`src/rtl/ssram_reader_pkg.sv`:
```
// Shared types and constants for the SSRAM stream reader.
// FSM state encoding and skid buffer sizing.
package ssram_reader_pkg;

    typedef enum logic [1:0] {
        IDLE  = 2'd0,
        READ  = 2'd1,
        DRAIN = 2'd2
    } state_t;

    localparam int SKID_DEPTH = 2;
    localparam int CNT_W      = $clog2(SKID_DEPTH + 1);

endpackage

```
`src/rtl/ssram_reader_skid.sv`:
```
// Two-entry skid buffer: entry 0 is always the head,
// so the output comes straight from a register.
module ssram_reader_skid
    import ssram_reader_pkg::*;
#(
    parameter int W = 32
) (
    input  logic             clock,
    input  logic             reset,
    input  logic             push,
    input  logic [W-1:0]     din,
    input  logic             pop,
    output logic [W-1:0]     dout,
    output logic [CNT_W-1:0] count
);

    logic [W-1:0]     e0_q, e0_d;
    logic [W-1:0]     e1_q, e1_d;
    logic [CNT_W-1:0] cnt_q, cnt_d;

    always_ff @(posedge clock or posedge reset) begin
        if (reset) begin
            e0_q  <= '0;
            e1_q  <= '0;
            cnt_q <= '0;
        end else begin
            e0_q  <= e0_d;
            e1_q  <= e1_d;
            cnt_q <= cnt_d;
        end
    end

    always_comb begin
        e0_d  = e0_q;
        e1_d  = e1_q;
        cnt_d = cnt_q;
        unique case ({push, pop})
            2'b10: begin
                if (cnt_q == '0) e0_d = din;
                else             e1_d = din;
                cnt_d = cnt_q + CNT_W'(1);
            end
            2'b01: begin
                e0_d  = e1_q;
                cnt_d = cnt_q - CNT_W'(1);
            end
            2'b11: begin
                // Simultaneous push and pop keeps occupancy unchanged
                if (cnt_q == CNT_W'(1)) begin
                    e0_d = din;
                end else begin
                    e0_d = e1_q;
                    e1_d = din;
                end
            end
            default: ;
        endcase
    end

    assign dout  = e0_q;
    assign count = cnt_q;

endmodule

```
`src/rtl/ssram_stream_reader.sv`:
```
// Burst reader: streams words from a 1-cycle-latency SSRAM port.
// Define SSRAM_READER_BYTE_SWAP_EN to byte-reverse words at dataOut.
module ssram_stream_reader
    import ssram_reader_pkg::*;
#(
    parameter  int bitwidth    = 32,
    parameter  int nrOfEntries = 512,
    localparam int AW          = $clog2(nrOfEntries)
) (
    input  logic                clock,
    input  logic                reset,
    input  logic                start,
    input  logic [AW-1:0]       startAddress,
    input  logic [AW:0]         burstSize,
    output logic [AW-1:0]       ramAddress,
    input  logic [bitwidth-1:0] ramData,
    output logic [bitwidth-1:0] dataOut,
    output logic                dataValid,
    input  logic                dataReady,
    output logic                busy,
    output logic                done
);

    state_t state_q, state_d;

    logic [AW-1:0]       ptr_q, ptr_d;
    logic [AW:0]         rem_q, rem_d;
    logic [AW:0]         beats_q, beats_d;
    logic                inflight_q, inflight_d;
    logic                done_q, done_d;

    logic [CNT_W-1:0]    count;
    logic [bitwidth-1:0] head;
    logic                valid;
    logic                pop;
    logic                issue;
    logic [2:0]          occ;

    ssram_reader_skid #(
        .W(bitwidth)
    ) u_skid (
        .clock (clock),
        .reset (reset),
        .push  (inflight_q),
        .din   (ramData),
        .pop   (pop),
        .dout  (head),
        .count (count)
    );

    assign valid = (count != '0);
    assign pop   = valid & dataReady;
    assign occ   = 3'(count) + 3'(inflight_q);
    // A read is only counted if its word is guaranteed a skid slot
    assign issue = (state_q == READ) &&
                   (occ < (3'(SKID_DEPTH) + 3'(pop)));

    always_ff @(posedge clock or posedge reset) begin
        if (reset) begin
            state_q    <= IDLE;
            ptr_q      <= '0;
            rem_q      <= '0;
            beats_q    <= '0;
            inflight_q <= 1'b0;
            done_q     <= 1'b0;
        end else begin
            state_q    <= state_d;
            ptr_q      <= ptr_d;
            rem_q      <= rem_d;
            beats_q    <= beats_d;
            inflight_q <= inflight_d;
            done_q     <= done_d;
        end
    end

    always_comb begin
        state_d    = state_q;
        ptr_d      = ptr_q;
        rem_d      = rem_q;
        beats_d    = beats_q;
        inflight_d = issue;
        done_d     = 1'b0;
        unique case (state_q)
            IDLE: begin
                if (start) begin
                    if (burstSize == '0) begin
                        done_d = 1'b1;
                    end else begin
                        state_d = READ;
                        ptr_d   = startAddress;
                        rem_d   = burstSize;
                        beats_d = burstSize;
                    end
                end
            end
            READ: begin
                if (issue) begin
                    ptr_d = (ptr_q == AW'(nrOfEntries - 1)) ?
                            '0 : ptr_q + AW'(1);
                    rem_d = rem_q - (AW+1)'(1);
                    if (rem_q == (AW+1)'(1)) state_d = DRAIN;
                end
                if (pop) beats_d = beats_q - (AW+1)'(1);
            end
            DRAIN: begin
                if (pop) begin
                    beats_d = beats_q - (AW+1)'(1);
                    if (beats_q == (AW+1)'(1)) begin
                        state_d = IDLE;
                        done_d  = 1'b1;
                    end
                end
            end
            default: state_d = IDLE;
        endcase
    end

    always_comb begin
        ramAddress = ptr_q;
        dataValid  = valid;
        busy       = (state_q != IDLE);
        done       = done_q;
    end

`ifdef SSRAM_READER_BYTE_SWAP_EN
    if (bitwidth % 8 != 0) begin : g_bad_width
        $error("bitwidth must be a multiple of 8 for byte swap");
    end
    for (genvar b = 0; b < bitwidth / 8; b++) begin : g_swap
        assign dataOut[8*b +: 8] = head[bitwidth-8*(b+1) +: 8];
    end
`else
    assign dataOut = head;
`endif

endmodule
```
`config.mk`:
```
export PLATFORM = sky130hd
export DESIGN_NAME = ssram_stream_reader
export DESIGN_NICKNAME = d
export VERILOG_FILES = /design/src/rtl/ssram_reader_pkg.sv /design/src/rtl/ssram_reader_skid.sv /design/src/rtl/ssram_stream_reader.sv
export SDC_FILE = /design/constraint.sdc
export NUM_CORES = 1
export LEC_CHECK = 0
export CAP_MARGIN = 20
export CORE_MARGIN = 5
export CORE_UTILIZATION = 30
export DETAILED_ROUTE_END_ITERATION = 10
export SETUP_SLACK_MARGIN = 0.4
export SYNTH_ARGS = -nofsm -noshare
export SYNTH_HDL_FRONTEND = slang
export SYNTH_SLANG_ARGS = --single-unit
```
`constraint.sdc`:
```
create_clock -name clock -period 5 [get_ports clock]
set_input_delay 1 -clock clock [delete_from_list [all_inputs] [get_ports clock]]
set_output_delay 1 -clock clock [all_outputs]
set_load 0.1 [all_outputs]
```
# [Word-level counts from Yosys, hierarchy flattened]
# Cells that the tools add are included.
[classes] bitwise=1 eq_ne=19 n_lt_le_gt_ge=1 reduce_logical=17 n_addsub=7 n_mux=30
[op_table] operator="$mux 32" count=4
[op_table] operator="$pmux 32 s3" count=1
[op_table] operator="$pmux 32 s2" count=1
[op_table] operator="$mux 10" count=4
[op_table] operator="$pmux 10 s2" count=2
[op_table] operator="$mux 9" count=4
[op_table] operator="$eq 10x1->1 const B" count=2
[op_table] operator="$sub 10x1->10 const B" count=2
[op_table] operator="$pmux 9 s2" count=1
[op_table] operator="$ne 2x2->1 const B" count=7
[op_table] operator="$mux 2" count=6
[op_table] operator="$reduce_bool 2->1" count=6
[op_table] operator="$logic_not 10->1" count=1
[op_table] operator="$add 9x1->9 const B" count=1
[op_table] operator="$eq 9x9->1 const B" count=1
[op_table] operator="$reduce_and 4->1" count=2
[op_table] operator="$eq 2x1->1 const B" count=3
[op_table] operator="$eq 2x2->1 const B" count=3
[op_table] operator="$ne 2x1->1 const B" count=3
[op_table] operator="$pmux 2 s3" count=1
[op_table] operator="$reduce_and 6->1" count=1
[op_table] operator="$logic_not 2->1" count=2
[op_table] operator="$mux 1" count=4
[op_table] operator="$pmux 2 s2" count=1
[op_table] operator="other kinds (12)" count=12
[word_totals] register_bits=99 in_bits=55 elab_cells=84 output_inout_bits=44

# [Logic depth before layout (Yosys ltp)]
# Gate-level depths: netlist (run 1).
[logic_depth] ltp_word=7 ltp_mapped=9 ltp_nobuf=8

# [Cells and area by module]
# From an unflattened synthesis (run 1), not the netlist that was laid out.
[unflattened] hier_cells=540 hier_area_um2=5616.6
[by_module_without_submodules] mod="ssram_reader_skid" n_inst=1 seq_area_each_um2=1651.6 cells_each=275 area_per_inst_um2=3241.9
[by_module_without_submodules] mod="ssram_stream_reader" n_inst=1 seq_area_each_um2=825.8 cells_each=265 area_per_inst_um2=2374.8

# [Worst setup path after synthesis (run 1)]
# No wires, ideal clock.
[synth_path] path_type="input -> register" start="input dataReady" end="register u_skid.e1_q[0]" n_path_buf=1 cell_stages=7 t_arrival_ps=2545 setup_ps=125 slack_ps=2330 t_required_ps=4875 cell_sequence="nand2b_1 inv_1 ha_1 o21ai_0 a21oi_1 clkbuf_1 mux2_2"
[synth_via] elab_chain_len=4 elab_cells_between_ends=8 classes_between="4 x eq/ne; 1 x mux; 1 x bitwise; 2 x reduce/logical"
[synth_lines] item="start, declared" line_no="ssram_stream_reader.sv:19" text="input logic dataReady,"
[synth_lines] item="$and 1x1->1 *" line_no="ssram_stream_reader.sv:52" text="assign pop = valid & dataReady;"
[synth_lines] item="$eq 2x2->1" line_no="ssram_reader_skid.sv:37" text="unique case ({push, pop})"
[synth_lines] item="$ne 2x2->1 (no line) or $reduce_bool 2->1 (tied branches)"
[synth_lines] item="$reduce_and 3->1 (no line)"
[synth_lines] item="end signal, assigned" line_no="ssram_reader_skid.sv:24" text="e1_q <= '0;"
[synth_lines] item="end signal, assigned" line_no="ssram_reader_skid.sv:28" text="e1_q <= e1_d;"
[synth_lines] item="end, declared" line_no="ssram_reader_skid.sv:18" text="logic [W-1:0] e1_q, e1_d;"
# Every way passes the cells marked *; elsewhere a longest branch is shown, timed or not.
# A chain may end at the register's enable or synchronous reset.

# [Final worst setup path (run 1)]
[layout_path] start="register u_skid.cnt_q[0] (netlist: u_skid.count[0])" end="output dataValid"
[layout_via] elab_chain_len=1
[layout_lines] item="start, declared" line_no="ssram_reader_skid.sv:19" text="logic [CNT_W-1:0] cnt_q, cnt_d;"
[layout_lines] item="start signal, assigned" line_no="ssram_reader_skid.sv:29" text="cnt_q <= cnt_d;"
[layout_lines] item="$reduce_bool 2->1" line_no="ssram_stream_reader.sv:51" text="assign valid = (count != '0);"
[layout_lines] item="end, declared" line_no="ssram_stream_reader.sv:18" text="output logic dataValid,"
# No other way between the ends.

==> out/qor.csv, run 1 <==
metric;value;unit
Area contributors post-synth;dfrtp_1, mux2_2, a22oi_1, o21ai_0, ha_1;
YS warnings;0;
Synth area leader;dfrtp_1;
fraction of registers with async set/reset;100;%
Area growth syn-to-layout;30.1;%
# DRC;0;
Yosys cell types;51;
largest net degree at the start of global routing;69;
CTS tree;yes;
CP Max Fanout;6;
Final nets;650;
Setup Total Neg Slack;0;ps
mapped cell area;5040;um^2
grt ovf;0;
Hold Path Class;flop to flop;
met3 wire length;634;um
M1 wire length;6120;um
Routability Congestion;0.843;
Post-Syn Area per Cell;10.3;um^2
post-synth top area share;49.1;%
Routed Antenna Nets;0;
Hold Violations, Final;0;
Startpoint Class;flop;
dpl hpwl;9270;um
total setup buffers inserted after CTS;0;
Root Driver;clkbuf_16;
TritonCTS Buffers;9;
Worst slew margin;26.6;%
number of diodes;0;
Synthesized Nets;563;
RSZ-0062 raised after global routing;false;
number of DRC markers in iteration 0;297;
DR WL/cell;16.3;um
count of input and output buffers;98;
Clock Latency Late Sink;350;ps
Yosys reg bits;99;
CP endpoint kind;output pin;
Max Cap Viol;0;
Crit path largest cell delay;1190;ps
CP Cell Sequence;inv_1 > ha_1 > inv_1 > clkdlybuf4s50_1;
vias per cell;5.16;
# IOs;99;
period utilization;68.0;%
Setup violations, final;0;
Initial Util;30.5;%
post-synthesis sequential area ratio;49.1;%
status;finished, final reports clean;
GRT Total Usage;13.5;%
clock tree buffer depth;2;
CP Data Arrival Time;2400;ps
kind of critical path;flop to output pin;
most used flip-flop cell after synthesis;dfrtp_1;
CORE AREA;16500;um^2
Max Clock Freq;294;MHz
number of global-route vias before repair;4192;
Clock Sinks;99;
clk_skew;9.07;ps
fin crit period;3400;ps
Slowest-stage cell, CP;clkdlybuf4s50_1;
cell repeated most along the worst path;inv_1;
share of layout cells above drive strength 1;10.8;%
Worst-Margin Slew;1100;ps
Die ar.;19500;um^2
first-pass GRT wire length;21800;um
worst slack, placed;1240;ps
H-Tree Depth;3;
DR vias;4142;
Syn Inst Count;491;
pins over their slew limit;0;
uppermost layer routed;met4;
hold_buf cts;0;
final worst setup slack;1600;ps
clock transition at the registers of the reported paths;70;ps
cts repair resizes;0;
Die Span Y;140;um
most common cell after layout, fill and taps aside;dfrtp_1;
met2 wire length;6100;um
die width;140;um
row cnt;47;
EDFF count, synth;0;
CP Data Required Time;4000;ps
initial antenna violation count;0;
final wirelength;13100;um
drt pass-1 iters;4;
most frequent cells in the layout;dfrtp_1, clkdlybuf4s50_1, nand2_1, o21ai_0, a22oi_1;
[path summary, 6_finish.rpt]
check / startpoint / end / slack, ps / cells past startpoint
max in group asynchronous: reset / u_skid.count[1] / 2900 / 3
hold / removal: u_skid.dout[13] / u_skid.dout[13] / 480 / 2
hold reg to reg: u_skid.dout[13] / u_skid.dout[13] / 480 / 2
min in group asynchronous: reset / ramAddress[5] / 1160 / 2
setup reg to reg: u_skid.count[0] / u_skid.e1_q[27] / 1900 / 8
setup / recovery: u_skid.count[0] / dataValid / 1600 / 4
[cells by family (layout without fill, tap and decap cells)]
family                   after synthesis  in the layout  synth area share (%)
AO/OA/AOI/OAI                        163            163                  22.1
XOR/XNOR                               2              2                 0.347
adder cells (fa/ha/maj)               17             17                  4.22
buffers and inverters                 53            145                  4.02
flip-flops                            99             99                  49.1
multiplexers                          39             39                  8.61
AND/OR/NAND/NOR                      118            118                  11.6
[worst max-delay path, delay by kind of cell (launching register included)]
kind / cells / cell delay (ps)
flops: 1 / 420
buf+inv: 3 / 1340
fa+ha+maj: 1 / 290
[cells in the mapped netlist, types with 3 or more instances]
master,number
inv_1,24
nor4_1,6
o31ai_1,13
or3_1,3
a31oi_1,11
nor3_1,12
nor2_1,20
dfrtp_1,99
o22a_1,8
o21ai_0,44
nand3_1,5
nand2b_1,6
mux2_2,33
mux2i_1,4
o21ai_1,10
a41oi_1,3
and3_1,5
a21oi_1,9
nor4b_1,3
nor2b_1,4
a221oi_1,3
clkbuf_1,25
buf_2,3
o211a_1,3
a2bb2oi_1,3
nand2_1,46
a22oi_1,36
ha_1,17
[flip-flops by register name, summed over array words and instances (netlist names)]
name and cells:
u_skid.dout 32, u_skid.e1_q 32, beats_q 10, rem_q 10, ramAddress 9, state_q 2
u_skid.count 2, done 1, inflight_q 1
[routing by layer]
metal  vias up  global-route usage, %
li1       2003                      -
met1      2022                   18.2
met2       101                   21.7
met3        16                   2.92
met4         0                   4.44
met5         -                      0
[final cells by class]
class                           count  area (um^2)
Fill cell                        1607         9960
Clock buffer                       10          229
Timing Repair Buffer              104         1040
Tap cell                          220          275
Inverter                           25         96.3
Sequential cell                    99         2480
Multi-Input combinational cell    339         2400
Clock inverter                      6         47.5
[metrics by stage]
stage / instance area (um^2) / utilization (%) / cells / hold slack [ps]
after CTS: 6540 / 39.6 / 802 / 486
after global placement: 6270 / 37.9 / 786 / 462
after detailed placement: 6270 / 37.9 / 786 / 469
after floorplan: 5040 / - / 491 / 476
final: 6560 / 39.7 / 803 / 480
after global routing: 6560 / 39.7 / 803 / 506
Power of run 1 is left out: the tool's default activity adds up to more than one toggle a clock period on the data nets, which glitch-free logic cannot reach.
==> inputs of run 2 (changes only) <==
==> constraint.sdc (replaced) <==
create_clock -name clock -period 3 [get_ports clock]
set_input_delay 0.6 -clock clock [delete_from_list [all_inputs] [get_ports clock]]
set_output_delay 0.6 -clock clock [all_outputs]
set_load 0.1 [all_outputs]
==> out/qor.csv, run 2 (same netlist as run 1, synthesis figures left out) <==
metric;value;unit;change
status;finished, final reports clean;;
pins over their slew limit;0;;unchanged
vias per cell;5.16;;about the same
Root Driver;clkbuf_16;;
final wirelength;13300;um;+1.6%
Hold Path Class;flop to flop;;
fin crit period;2450;ps;
CP Data Required Time;3200;ps;-800 ps
Post-Place Cells;798;;+1.5%
die width;140;um;unchanged
most frequent cells in the layout;dfrtp_1, buf_4, clkdlybuf4s50_1, nand2_1, o21ai_0;;
Reg2Reg Depth;8;;unchanged
drt pass-1 iters;5;;+1
GRT Total Usage;13.5;%;-0.028 points
R2R Path End;rem_q[6];;
number of DRC markers in iteration 0;312;;+5.1%
largest net degree at the start of global routing;100;;+45%
Worst slew margin;49.5;%;+23 points
CP Max Fanout;13;;+7
Initial Util;30.5;%;unchanged
CP Data Arrival Time;2650;ps;+250 ps
Max Clock Freq;409;MHz;
most common cell after layout, fill and taps aside;dfrtp_1;;
initial antenna violation count;0;;unchanged
hold path cells;2;;unchanged
clk_skew;7.36;ps;-1.71 ps
Startpoint Class;flop;;
Routed Antenna Nets;0;;unchanged
Setup violations, final;0;;unchanged
DR WL/cell;16.2;um;about the same
TritonCTS Buffers;9;;unchanged
RR Startpoint;inflight_q;;
CP endpoint kind;flop;;
Hold Crit Start;u_skid.dout[31];;
Routability Congestion;0.803;;-4.7%
kind of critical path;flop to flop;;
hold-critical path endpoint;u_skid.dout[31];;
dpl hpwl;9340;um;+0.78%
first-pass GRT wire length;21900;um;+0.48%
CORE AREA;16500;um^2;unchanged
hold_buf cts;0;;unchanged
clock tree buffer depth;2;;unchanged
flop-to-flop setup slack;550;ps;-1350 ps
CTS tree;yes;;
row cnt;47;;unchanged
utilization after layout;40.1;%;+0.35 points
Clock Sinks;99;;unchanged
Worst-Margin Slew;751;ps;-350 ps
share of layout cells above drive strength 1;20.8;%;+10 points
Final nets;663;;+2.0%
Clock Latency Late Sink;350;ps;about the same
RSZ-0062 raised after global routing;true;;
Area growth syn-to-layout;31.3;%;
# DRC;0;;unchanged
# IOs;99;;unchanged
DR vias;4211;;+1.7%
Die Span Y;140;um;unchanged
Hold Violations, Final;0;;unchanged
H-Tree Depth;3;;unchanged
number of global-route vias before repair;4219;;+0.64%
clock transition at the registers of the reported paths;70;ps;about the same
Max Cap Viol;0;;unchanged
grt ovf;0;;unchanged
period utilization;81.5;%;
number of diodes;0;;unchanged
fin cells;816;;+1.6%
count of input and output buffers;98;;unchanged
Die ar.;19500;um^2;unchanged
## run 2: what timing repair did
item                                    4_1_cts  5_1_grt
setup buffers                                 0        2
resized for setup                             2        4
pin swaps                                     0        0
endpoints found under the setup margin       33       75
endpoints found under the hold margin         0        0
## run 2: layer usage
metal	track usage (%)	vias to the layer above	wire length, um
met5	0	-	0
met4	5.00	0	242
met3	2.95	19	802
met2	20.8	141	6090
met1	18.5	2036	6120
li1	-	2015	-
## run 2: final cells by class
type	instances	area [um^2]
repair buffers	117	1050
flip-flops and latches	99	2480
clock buffers	11	233
well taps	220	275
inverters	25	97.6
clock inverters	5	62.6
fillers	1619	9900
multi-input cells	339	2420
## run 2: stage by stage
stage	setup TNS, ps	cell area [um^2]	hold WS, ps	worst slack, ps
final	0	6620	480	554
after global routing	0	6620	502	386
after CTS	0	6590	488	438
after detailed placement	-43.7	6290	473	-28.7
after global placement	0	6290	467	55.3
after floorplan	0	5050	476	493
## run 2: how the worst max path moves through the flow
stage / start / end / depth (start not counted) / slack [ps]
2_1_floorplan: ramAddress[0] / ramAddress[0] / 8 / 490
3_3_place_gp: dataReady / u_skid.dout[5] / 7 / 60
3_5_place_dp: dataReady / u_skid.dout[16] / 7 / -30
4_1_cts: u_skid.count[0] / u_skid.dout[16] / 9 / 440
5_1_grt: inflight_q / rem_q[6] / 8 / 390
6_report: inflight_q / rem_q[6] / 8 / 550
## run 2: worst max-delay path, cell delays in order, from the launching register on
cell and delay [ps]:
dfrtp_1 450, ha_1 230, ha_1 220, nor4b_2 370, o221ai_2 190, buf_4 210, buf_4 190, o41ai_1 320
a221oi_1 120
Power of run 2 is left out for the same reason.
